$ cat config.mk
export PLATFORM = sky130hd
export DESIGN_NAME = combo_lock_ctrl
export DESIGN_NICKNAME = d
export VERILOG_FILES = /design/src/rtl/combo_lock_ctrl.sv
export SDC_FILE = /design/constraint.sdc
export NUM_CORES = 1
export LEC_CHECK = 0
export BUFFER_PORTS_ARGS = -buffer_cell sky130_fd_sc_hd__clkbuf_2
export CELL_PAD_IN_SITES_DETAIL_PLACEMENT = 1
export CELL_PAD_IN_SITES_GLOBAL_PLACEMENT = 1
export CORE_UTILIZATION = 35
export CTS_CLUSTER_DIAMETER = 60
export CTS_CLUSTER_SIZE = 10
export DETAILED_ROUTE_END_ITERATION = 10
export PLACE_DENSITY_LB_ADDON = 0.1
export SYNTH_ARGS = -nofsm -noshare
export SYNTH_HDL_FRONTEND = slang
export SYNTH_SLANG_ARGS = --single-unit
$ cat constraint.sdc
create_clock -name MAX10_CLK1_50 -period 7.45 [get_ports MAX10_CLK1_50]
set_clock_uncertainty 0.2 [all_clocks]
set_input_delay 1.1175 -clock MAX10_CLK1_50 [delete_from_list [all_inputs] [get_ports MAX10_CLK1_50]]
set_output_delay 1.1175 -clock MAX10_CLK1_50 [all_outputs]
set_load 0.01 [all_outputs]
$ cat src/rtl/combo_lock_ctrl.sv
// combo_lock_ctrl: combination-lock controller fed by the keypad scanner.
//   Collects digit entries, compares them with a volatile stored code, and
//   handles code changes while unlocked, a failed-attempt lockout and auto-relock.
// Ports:
//   MAX10_CLK1_50   system clock (50 MHz)
//   rst             asynchronous, active-low reset
//   key_code        scanner key: 0-9 digits, A-D letters, E enter, F clear
//   key_validn      low while a key is held; key_code stable while low
//   unlocked        high in UNLOCKED / PROG_NEW / PROG_CONFIRM
//   lockout_active  high in LOCKOUT
//   prog_mode       high in PROG_NEW / PROG_CONFIRM
//   entry_digits    digits entered so far, newest in [3:0], zero-filled
//   entry_count     number of digits held in entry_digits
//   fail_count      consecutive failed attempts
//   ok_pulse        one-cycle strobe: correct code or successful code change
//   err_pulse       one-cycle strobe: wrong code, overflow digit, failed programming
module combo_lock_ctrl #(
  parameter int unsigned           CODE_LEN       = 4,
  parameter logic [4*CODE_LEN-1:0] DEFAULT_CODE   = 16'h1234,
  parameter int unsigned           MAX_FAILS      = 3,
  parameter int unsigned           LOCKOUT_CYCLES = 500_000_000,
  parameter int unsigned           UNLOCK_CYCLES  = 1_500_000_000
) (
  input  logic                  MAX10_CLK1_50,
  input  logic                  rst,
  input  logic [3:0]            key_code,
  input  logic                  key_validn,
  output logic                  unlocked,
  output logic                  lockout_active,
  output logic                  prog_mode,
  output logic [4*CODE_LEN-1:0] entry_digits,
  output logic [2:0]            entry_count,
  output logic [2:0]            fail_count,
  output logic                  ok_pulse,
  output logic                  err_pulse
);

  localparam int unsigned DW         = 4 * CODE_LEN;
  localparam logic [2:0]  FULL_COUNT = 3'(CODE_LEN);
  localparam logic [2:0]  FAIL_LIMIT = 3'(MAX_FAILS);
  localparam logic [31:0] LOCK_T     = 32'(LOCKOUT_CYCLES);
  localparam logic [31:0] UNL_T      = 32'(UNLOCK_CYCLES);

  localparam logic [3:0] KEY_A = 4'hA;
  localparam logic [3:0] KEY_B = 4'hB;
  localparam logic [3:0] KEY_E = 4'hE;
  localparam logic [3:0] KEY_F = 4'hF;

  localparam logic [2:0] S_LOCKED       = 3'd0;
  localparam logic [2:0] S_ENTRY        = 3'd1;
  localparam logic [2:0] S_CHECK        = 3'd2;
  localparam logic [2:0] S_UNLOCKED     = 3'd3;
  localparam logic [2:0] S_PROG_NEW     = 3'd4;
  localparam logic [2:0] S_PROG_CONFIRM = 3'd5;
  localparam logic [2:0] S_LOCKOUT      = 3'd6;

  logic          valid_meta_r, valid_sync_r, valid_prev_r;
  logic [3:0]    code_meta_r, code_sync_r;
  logic [2:0]    state_r, state_nxt_s;
  logic [DW-1:0] code_r, code_nxt_s, new_code_r, new_code_nxt_s;
  logic [31:0]   timer_r, timer_nxt_s, timer_dec_s;
  logic [DW-1:0] digits_nxt_s, dig_digits_s;
  logic [2:0]    count_nxt_s, dig_count_s, fail_nxt_s;
  logic          ok_nxt_s, err_nxt_s, dig_err_s;
  logic          press_s, digit_s, entry_full_s, expire_s;

  // Two-flop synchronisers for the scanner inputs plus previous-valid flop for edge detect
  always_ff @(posedge MAX10_CLK1_50 or negedge rst) begin
    if (!rst) begin
      valid_meta_r <= 1'b1;
      valid_sync_r <= 1'b1;
      valid_prev_r <= 1'b1;
      code_meta_r  <= 4'hF;
      code_sync_r  <= 4'hF;
    end else begin
      valid_meta_r <= key_validn;
      valid_sync_r <= valid_meta_r;
      valid_prev_r <= valid_sync_r;
      code_meta_r  <= key_code;
      code_sync_r  <= code_meta_r;
    end
  end

  // Press detection and the shared digit-append result used by all entry states
  always_comb begin
    press_s      = valid_prev_r & ~valid_sync_r;
    digit_s      = press_s && (code_sync_r <= 4'd9);
    entry_full_s = (entry_count == FULL_COUNT);
    timer_dec_s  = (timer_r != 32'd0) ? (timer_r - 32'd1) : 32'd0;
    // Auto-relock is disabled entirely when UNLOCK_CYCLES is zero
    expire_s     = (UNL_T != 32'd0) && (timer_r == 32'd1);
    if (entry_full_s) begin
      dig_digits_s = entry_digits;
      dig_count_s  = entry_count;
      dig_err_s    = 1'b1;
    end else begin
      dig_digits_s = (entry_digits << 3'd4) | DW'(code_sync_r);
      dig_count_s  = entry_count + 3'd1;
      dig_err_s    = 1'b0;
    end
  end

  // Next-state, entry, code, timer and pulse computation
  always_comb begin
    state_nxt_s    = state_r;
    digits_nxt_s   = entry_digits;
    count_nxt_s    = entry_count;
    fail_nxt_s     = fail_count;
    code_nxt_s     = code_r;
    new_code_nxt_s = new_code_r;
    timer_nxt_s    = timer_dec_s;
    ok_nxt_s       = 1'b0;
    err_nxt_s      = 1'b0;
    case (state_r)
      S_LOCKED: begin
        if (digit_s) begin
          digits_nxt_s = DW'(code_sync_r);
          count_nxt_s  = 3'd1;
          state_nxt_s  = S_ENTRY;
        end else begin
          state_nxt_s = S_LOCKED;
        end
      end
      S_ENTRY: begin
        if (digit_s) begin
          digits_nxt_s = dig_digits_s;
          count_nxt_s  = dig_count_s;
          err_nxt_s    = dig_err_s;
        end else if (press_s && code_sync_r == KEY_E) begin
          state_nxt_s = S_CHECK;
        end else if (press_s && code_sync_r == KEY_F) begin
          digits_nxt_s = '0;
          count_nxt_s  = 3'd0;
          state_nxt_s  = S_LOCKED;
        end else begin
          state_nxt_s = S_ENTRY;
        end
      end
      // Presses landing here are consumed by the edge detector and dropped
      S_CHECK: begin
        digits_nxt_s = '0;
        count_nxt_s  = 3'd0;
        if (entry_full_s && entry_digits == code_r) begin
          ok_nxt_s    = 1'b1;
          fail_nxt_s  = 3'd0;
          timer_nxt_s = UNL_T;
          state_nxt_s = S_UNLOCKED;
        end else begin
          err_nxt_s  = 1'b1;
          fail_nxt_s = fail_count + 3'd1;
          if (fail_count + 3'd1 == FAIL_LIMIT) begin
            timer_nxt_s = LOCK_T;
            state_nxt_s = S_LOCKOUT;
          end else begin
            state_nxt_s = S_LOCKED;
          end
        end
      end
      S_UNLOCKED: begin
        if (press_s) begin
          timer_nxt_s = UNL_T;
          if (code_sync_r == KEY_B) begin
            timer_nxt_s = 32'd0;
            state_nxt_s = S_LOCKED;
          end else if (code_sync_r == KEY_A) begin
            digits_nxt_s = '0;
            count_nxt_s  = 3'd0;
            state_nxt_s  = S_PROG_NEW;
          end else begin
            state_nxt_s = S_UNLOCKED;
          end
        end else if (expire_s) begin
          state_nxt_s = S_LOCKED;
        end else begin
          state_nxt_s = S_UNLOCKED;
        end
      end
      S_PROG_NEW, S_PROG_CONFIRM: begin
        if (press_s) begin
          timer_nxt_s = UNL_T;
          if (digit_s) begin
            digits_nxt_s = dig_digits_s;
            count_nxt_s  = dig_count_s;
            err_nxt_s    = dig_err_s;
          end else if (code_sync_r == KEY_E) begin
            digits_nxt_s = '0;
            count_nxt_s  = 3'd0;
            if (state_r == S_PROG_NEW) begin
              if (entry_full_s) begin
                new_code_nxt_s = entry_digits;
                state_nxt_s    = S_PROG_CONFIRM;
              end else begin
                err_nxt_s = 1'b1;
              end
            end else begin
              state_nxt_s = S_UNLOCKED;
              if (entry_full_s && entry_digits == new_code_r) begin
                code_nxt_s = new_code_r;
                ok_nxt_s   = 1'b1;
              end else begin
                err_nxt_s = 1'b1;
              end
            end
          end else if (code_sync_r == KEY_F) begin
            digits_nxt_s = '0;
            count_nxt_s  = 3'd0;
            state_nxt_s  = S_UNLOCKED;
          end else begin
            state_nxt_s = state_r;
          end
        end else if (expire_s) begin
          // Relock discards any half-finished programming
          digits_nxt_s = '0;
          count_nxt_s  = 3'd0;
          state_nxt_s  = S_LOCKED;
        end else begin
          state_nxt_s = state_r;
        end
      end
      S_LOCKOUT: begin
        if (timer_r <= 32'd1) begin
          fail_nxt_s  = 3'd0;
          timer_nxt_s = 32'd0;
          state_nxt_s = S_LOCKED;
        end else begin
          state_nxt_s = S_LOCKOUT;
        end
      end
      default: begin
        digits_nxt_s = '0;
        count_nxt_s  = 3'd0;
        timer_nxt_s  = 32'd0;
        state_nxt_s  = S_LOCKED;
      end
    endcase
  end

  // State, stored code and registered outputs; status flags decode the next state
  always_ff @(posedge MAX10_CLK1_50 or negedge rst) begin
    if (!rst) begin
      state_r        <= S_LOCKED;
      code_r         <= DEFAULT_CODE;
      new_code_r     <= '0;
      timer_r        <= 32'd0;
      entry_digits   <= '0;
      entry_count    <= 3'd0;
      fail_count     <= 3'd0;
      ok_pulse       <= 1'b0;
      err_pulse      <= 1'b0;
      unlocked       <= 1'b0;
      lockout_active <= 1'b0;
      prog_mode      <= 1'b0;
    end else begin
      state_r        <= state_nxt_s;
      code_r         <= code_nxt_s;
      new_code_r     <= new_code_nxt_s;
      timer_r        <= timer_nxt_s;
      entry_digits   <= digits_nxt_s;
      entry_count    <= count_nxt_s;
      fail_count     <= fail_nxt_s;
      ok_pulse       <= ok_nxt_s;
      err_pulse      <= err_nxt_s;
      unlocked       <= (state_nxt_s == S_UNLOCKED) || (state_nxt_s == S_PROG_NEW) ||
                        (state_nxt_s == S_PROG_CONFIRM);
      lockout_active <= (state_nxt_s == S_LOCKOUT);
      prog_mode      <= (state_nxt_s == S_PROG_NEW) || (state_nxt_s == S_PROG_CONFIRM);
    end
  end

endmodule

[After elaboration in Yosys (flattened, before gate mapping)]
Index checks and enable logic that the tools add are counted.
Word-level totals
  register bits after elaboration: 105
  input port bits: 7
Operators by class
  add/sub/neg operators: 3
  order comparisons: 2
  eq/ne operators: 28
  mux-type cells: 75
  bitwise operators: 6
  reductions and logical operators: 17
Operator list (number)
  16-bit two-way mux: 13
  32-bit two-way mux: 6
  32-bit case mux with 5 select lines: 1
  3-bit two-way mux: 29
  16-bit case mux with 5 select lines: 1
  16-bit == test: 2
  32-bit by 1-bit == test with 1-bit output, second input constant: 1
  32-bit by 1-bit less-or-equal comparator with 1-bit output, second input constant: 1
  32-bit nonzero test: 1
  32-bit by 1-bit subtractor with 32-bit output, second input constant: 1
  31-bit two-way mux: 1
  3-bit == test, second input constant: 7
  3-bit case mux with 6 select lines: 1
  1-bit two-way mux: 17
  4-bit == test, second input constant: 4
  16-bit by 4-bit OR with 16-bit output: 1
  3-bit case mux with 5 select lines: 1
  3-bit by 2-bit == test with 1-bit output, second input constant: 4
  6-bit AND reduction: 2
  2-bit != test, second input constant: 5
  3-bit != test, second input constant: 3
  9-bit AND reduction: 1
  3-bit by 1-bit adder with 3-bit output, second input constant: 2
  3-bit case mux with 2 select lines: 1
  other kinds (14): 25

[Longest topological paths before layout]
  word-level depth: 10
  gate-level depth with buffers: 9
  gate-level depth less buffers: 8

[Least setup slack after synthesis]
OpenSTA, ideal clock, no wires.
  path kind: reg2reg
  start point: register timer_r[13]
  end point: register timer_r[12]
  library setup time: 0.119 ns
  data arrival time: 2.487 ns
  required time: 7.131 ns
  path slack: 4.644 ns
  cell stages (with the launch flop): 8
  period minus slack after synthesis: 2.806 ns
  path through: dfrtp_1 or4_4 or4_4 nor4_4 o2bb2a_4 a31oi_4 buf_6 nor2_2
Between the ends
  word-level cells in the longest chain between the ends: 5
RTL lines
  from (decl): RTL line 61  | logic [31:0] timer_r, timer_nxt_s, timer_dec_s;
  from (signal assigned): RTL line 257  | timer_r <= timer_nxt_s;
  branches (longest 4 deep; another with 32-bit by 1-bit less-or-equal comparator with 1-bit output)
  32-bit case mux with 5 select lines *: RTL line 114  | case (state_r)
  via timer_nxt_s[12]: RTL line 61
Mark *: on every way through the listed nets, which the timed path passes.
A chain may end at the register's enable or synchronous reset.

[Final worst setup path]
  start point: register timer_r[13]
  end point: register timer_r[3]
The elaborated chain is that of the path after synthesis.

==> results.sh <==
export IMPL_critPathMaxFanout=15
export IMPL_final_area_sq_um=5930
export IMPL_post_cts_buffers=0
export IMPL_cts_tree="done"
export IMPL_status="completed"
export IMPL_fin_crit_ns=3.25
export IMPL_drc=0
export IMPL_grt_max_degree=73
export IMPL_peakVddDrop_mv=0.140
export IMPL_final_cell_mix="dfrtp_1, nor2_1, xnor2_1"
export IMPL_cts_buffer_depth=2
export IMPL_track_usage_pct=18.1
export IMPL_cts_clk_slew_worst_paths_ns=0.07
export IMPL_hpwl_microns=9340
export IMPL_gp_congestion=0.800
export IMPL_cap_viol_max_count=0
export IMPL_final_max_slew_viol_count=0
export IMPL_chipHeight_microns=125
export IMPL_dr_wl_met3_microns=229
export IMPL_arrival_ns=3.26
export IMPL_coreArea_sq_um=14600
export IMPL_mappedNetlistNets=503
export IMPL_fin_crit_sh_pct=43.6
export IMPL_cts_resized=0
export IMPL_via_per_inst=5.33
export IMPL_ys_types=58
export IMPL_p_per_area_nw_per_um2=290
export IMPL_cts_sinks=105
export IMPL_antenna_found_initial=0
export IMPL_synthArstFlopShare_pct=100
export IMPL_grt_overflow=0
export IMPL_diodes=0
export IMPL_root_buffer="clkbuf_16"
export IMPL_place_area_sq_um=5630
export IMPL_cp_end_kind="register"
export IMPL_holdWs_ns=0.157
export IMPL_grt_pass1_vias=4146
export IMPL_syn_area_sq_um=5270
export IMPL_synth_warnings=0
export IMPL_fillCellCount=1600
export IMPL_p_leak_nw=2.62
export IMPL_final_cells=710
export IMPL_synth_top_flop_cell="dfrtp_1"
export IMPL_grt_pass1_wl_microns=22400
export IMPL_num_vias=3783
export IMPL_m1WireLength_microns=6140
export IMPL_met2_length_microns=6440
export IMPL_seq_area_frac_synth_pct=50.2
export IMPL_relSlewSlack_pct=37.5
export IMPL_critPathSlowestCell="or4_4"
export IMPL_clock_latency_ns=0.36
export IMPL_drt_initial_drc_count=104
export IMPL_start_kind="register"
export IMPL_worstHoldPathType="register to register"
export IMPL_cp_slowest_stage_delay_ns=0.58
export IMPL_fin_tns_setup_ns=0
export IMPL_highest_layer="met4"
export IMPL_synth_edf_count=0
export IMPL_required_ns=7.46
export IMPL_cpMostUsedCell="or4_4"
export IMPL_cts_hold_buf=0
export IMPL_fp_dieW_microns=125
export IMPL_drive_above_1_share_pct=24.1
export IMPL_critical_path_cell_chain="or4_4, or4_4, nor4_4, o22ai_2, a31oi_4, nor2_1"
export IMPL_final_common_cell="dfrtp_1"
export IMPL_num_nets_final=535
export IMPL_wl_per_cell_microns=18.3
export IMPL_synthCells=489
export IMPL_pin_count=34
export IMPL_fp_dieArea_sq_um=15600
export IMPL_dp_cells=694
export IMPL_htreeDepth=3
export IMPL_io_buffers=33
export IMPL_rsz0062_at_grt="no"
export IMPL_dr_pass1_iters=4
export IMPL_max_freq_mhz=308
export IMPL_rows=44
export IMPL_initial_utilization_pct=36.1
export IMPL_ys_ff_latch=105
export IMPL_finalHoldViolations=0
export IMPL_tightestPinTransition_ns=0.938
export IMPL_syn_to_final_growth_pct=12.5
export IMPL_avgSynthCellArea_sq_um=10.8
export IMPL_final_util_pct=40.7
export IMPL_final_setup_viol_count=0
export IMPL_ant_nets=0
export IMPL_cts_buffers=9
export IMPL_crit_type="register to register"
export IMPL_drt_total_wl_microns=13000
[area by class of cell]
cell class              count  area (sq um)  share of cell area, %
multi-input cells         356          2520                   42.4
flip-flops and latches    105          2650                   44.6
repair buffers             36           190                   3.21
clock inverters             5          45.0                  0.759
clock buffers              11           253                   4.26
inverters                  13          48.8                  0.823
well taps                 184           230                   3.88
[report_power, final]
group / internal [W] / leakage [nW] / total, W / switching, W
sequential: 0.000677 / 1.35 / 0.000818 / 0.000141
combinational: 0.000189 / 1.12 / 0.000425 / 0.000236
clock: 0.000251 / 0.145 / 0.000479 / 0.000228
total: 0.00112 / 2.62 / 0.00172 / 0.000605
[state kept, by name (all words and copies together), names as in the netlist, 3 cells and up]
signal,flops
state_r,3
entry_digits,16
fail_count,3
timer_r,32
entry_count,3
code_sync_r,4
code_meta_r,4
code_r,16
new_code_r,16
[cell families (layout without fill, tap and decap cells)]
family | count (synthesis) | count (layout) | synth area share, %
XOR/XNOR | 60 | 60 | 9.97
AND/OR/NAND/NOR | 165 | 165 | 16.8
buffers and inverters | 28 | 65 | 2.21
flip-flops | 105 | 105 | 50.2
multiplexers | 32 | 32 | 6.83
AO/OA/AOI/OAI | 92 | 92 | 12.3
adder cells (fa/ha/maj) | 7 | 7 | 1.66
[final timing paths]
path | end | start | slack, ns | cells past startpoint
setup / recovery | timer_r[3] | timer_r[13] | 4.20 | 6
hold / removal | valid_sync_r | valid_meta_r | 0.16 | 0
setup reg to reg | timer_r[3] | timer_r[13] | 4.20 | 6
hold reg to reg | valid_sync_r | valid_meta_r | 0.16 | 0
max in group asynchronous | code_r[7] | rst | 5.26 | 2
min in group asynchronous | timer_r[3] | rst | 0.50 | 1
[worst max-delay path: cells and delay by family (launching register included)]
family	cells	cell delay, ns
simple gates	4	1.68
flops	1	0.41
compound gates	2	0.82
[per-stage QoR]
step           total power (W)  setup WS, ns
2_1_floorplan          0.00110          4.64
3_3_place_gp           0.00124          4.27
3_5_place_dp           0.00126          4.20
4_1_cts                0.00175          4.19
5_1_grt                0.00184          4.00
6_report               0.00172          4.20
[per-layer routing]
layer,global-route usage (%),up-vias
met4,4.89,0
met3,2.71,10
met1,24.0,1926
met2,30.8,46
met5,0,-
li1,-,1801
[cells in the mapped netlist (2+ instances only)]
library cell  count  share of area, %
nand2_1          31               2.2
nor2_2           10               1.2
mux2_2           32               6.8
a31o_2            4              0.66
nand3_1          17               1.6
nor4_1           12               1.4
nand2b_1          9               1.1
nand4_1           7              0.83
or4_4             2              0.43
o211ai_1          2              0.28
nand4b_1          2              0.33
inv_1            12              0.85
or3_1             4              0.47
o21ai_0          28               2.7
dfstp_2          16               8.0
ha_1              7               1.7
a21o_1            2              0.28
and2_1            4              0.47
a22o_1           14               2.3
xor2_1           25               4.2
a31oi_1           7              0.83
a221oi_1          2              0.33
nor2_1           39               2.8
a21oi_1          14               1.3
or4_1             3              0.43
or2_2             2              0.24
buf_2             3              0.28
nand3b_1          4              0.57
clkbuf_1         10              0.71
xnor2_1          35               5.8
dfrtp_1          89                42
nor3_1           11               1.0
o31ai_1           2              0.28
nor2b_1           2              0.24
a21boi_0          3              0.43
Power figures use the tool's default switching activity.
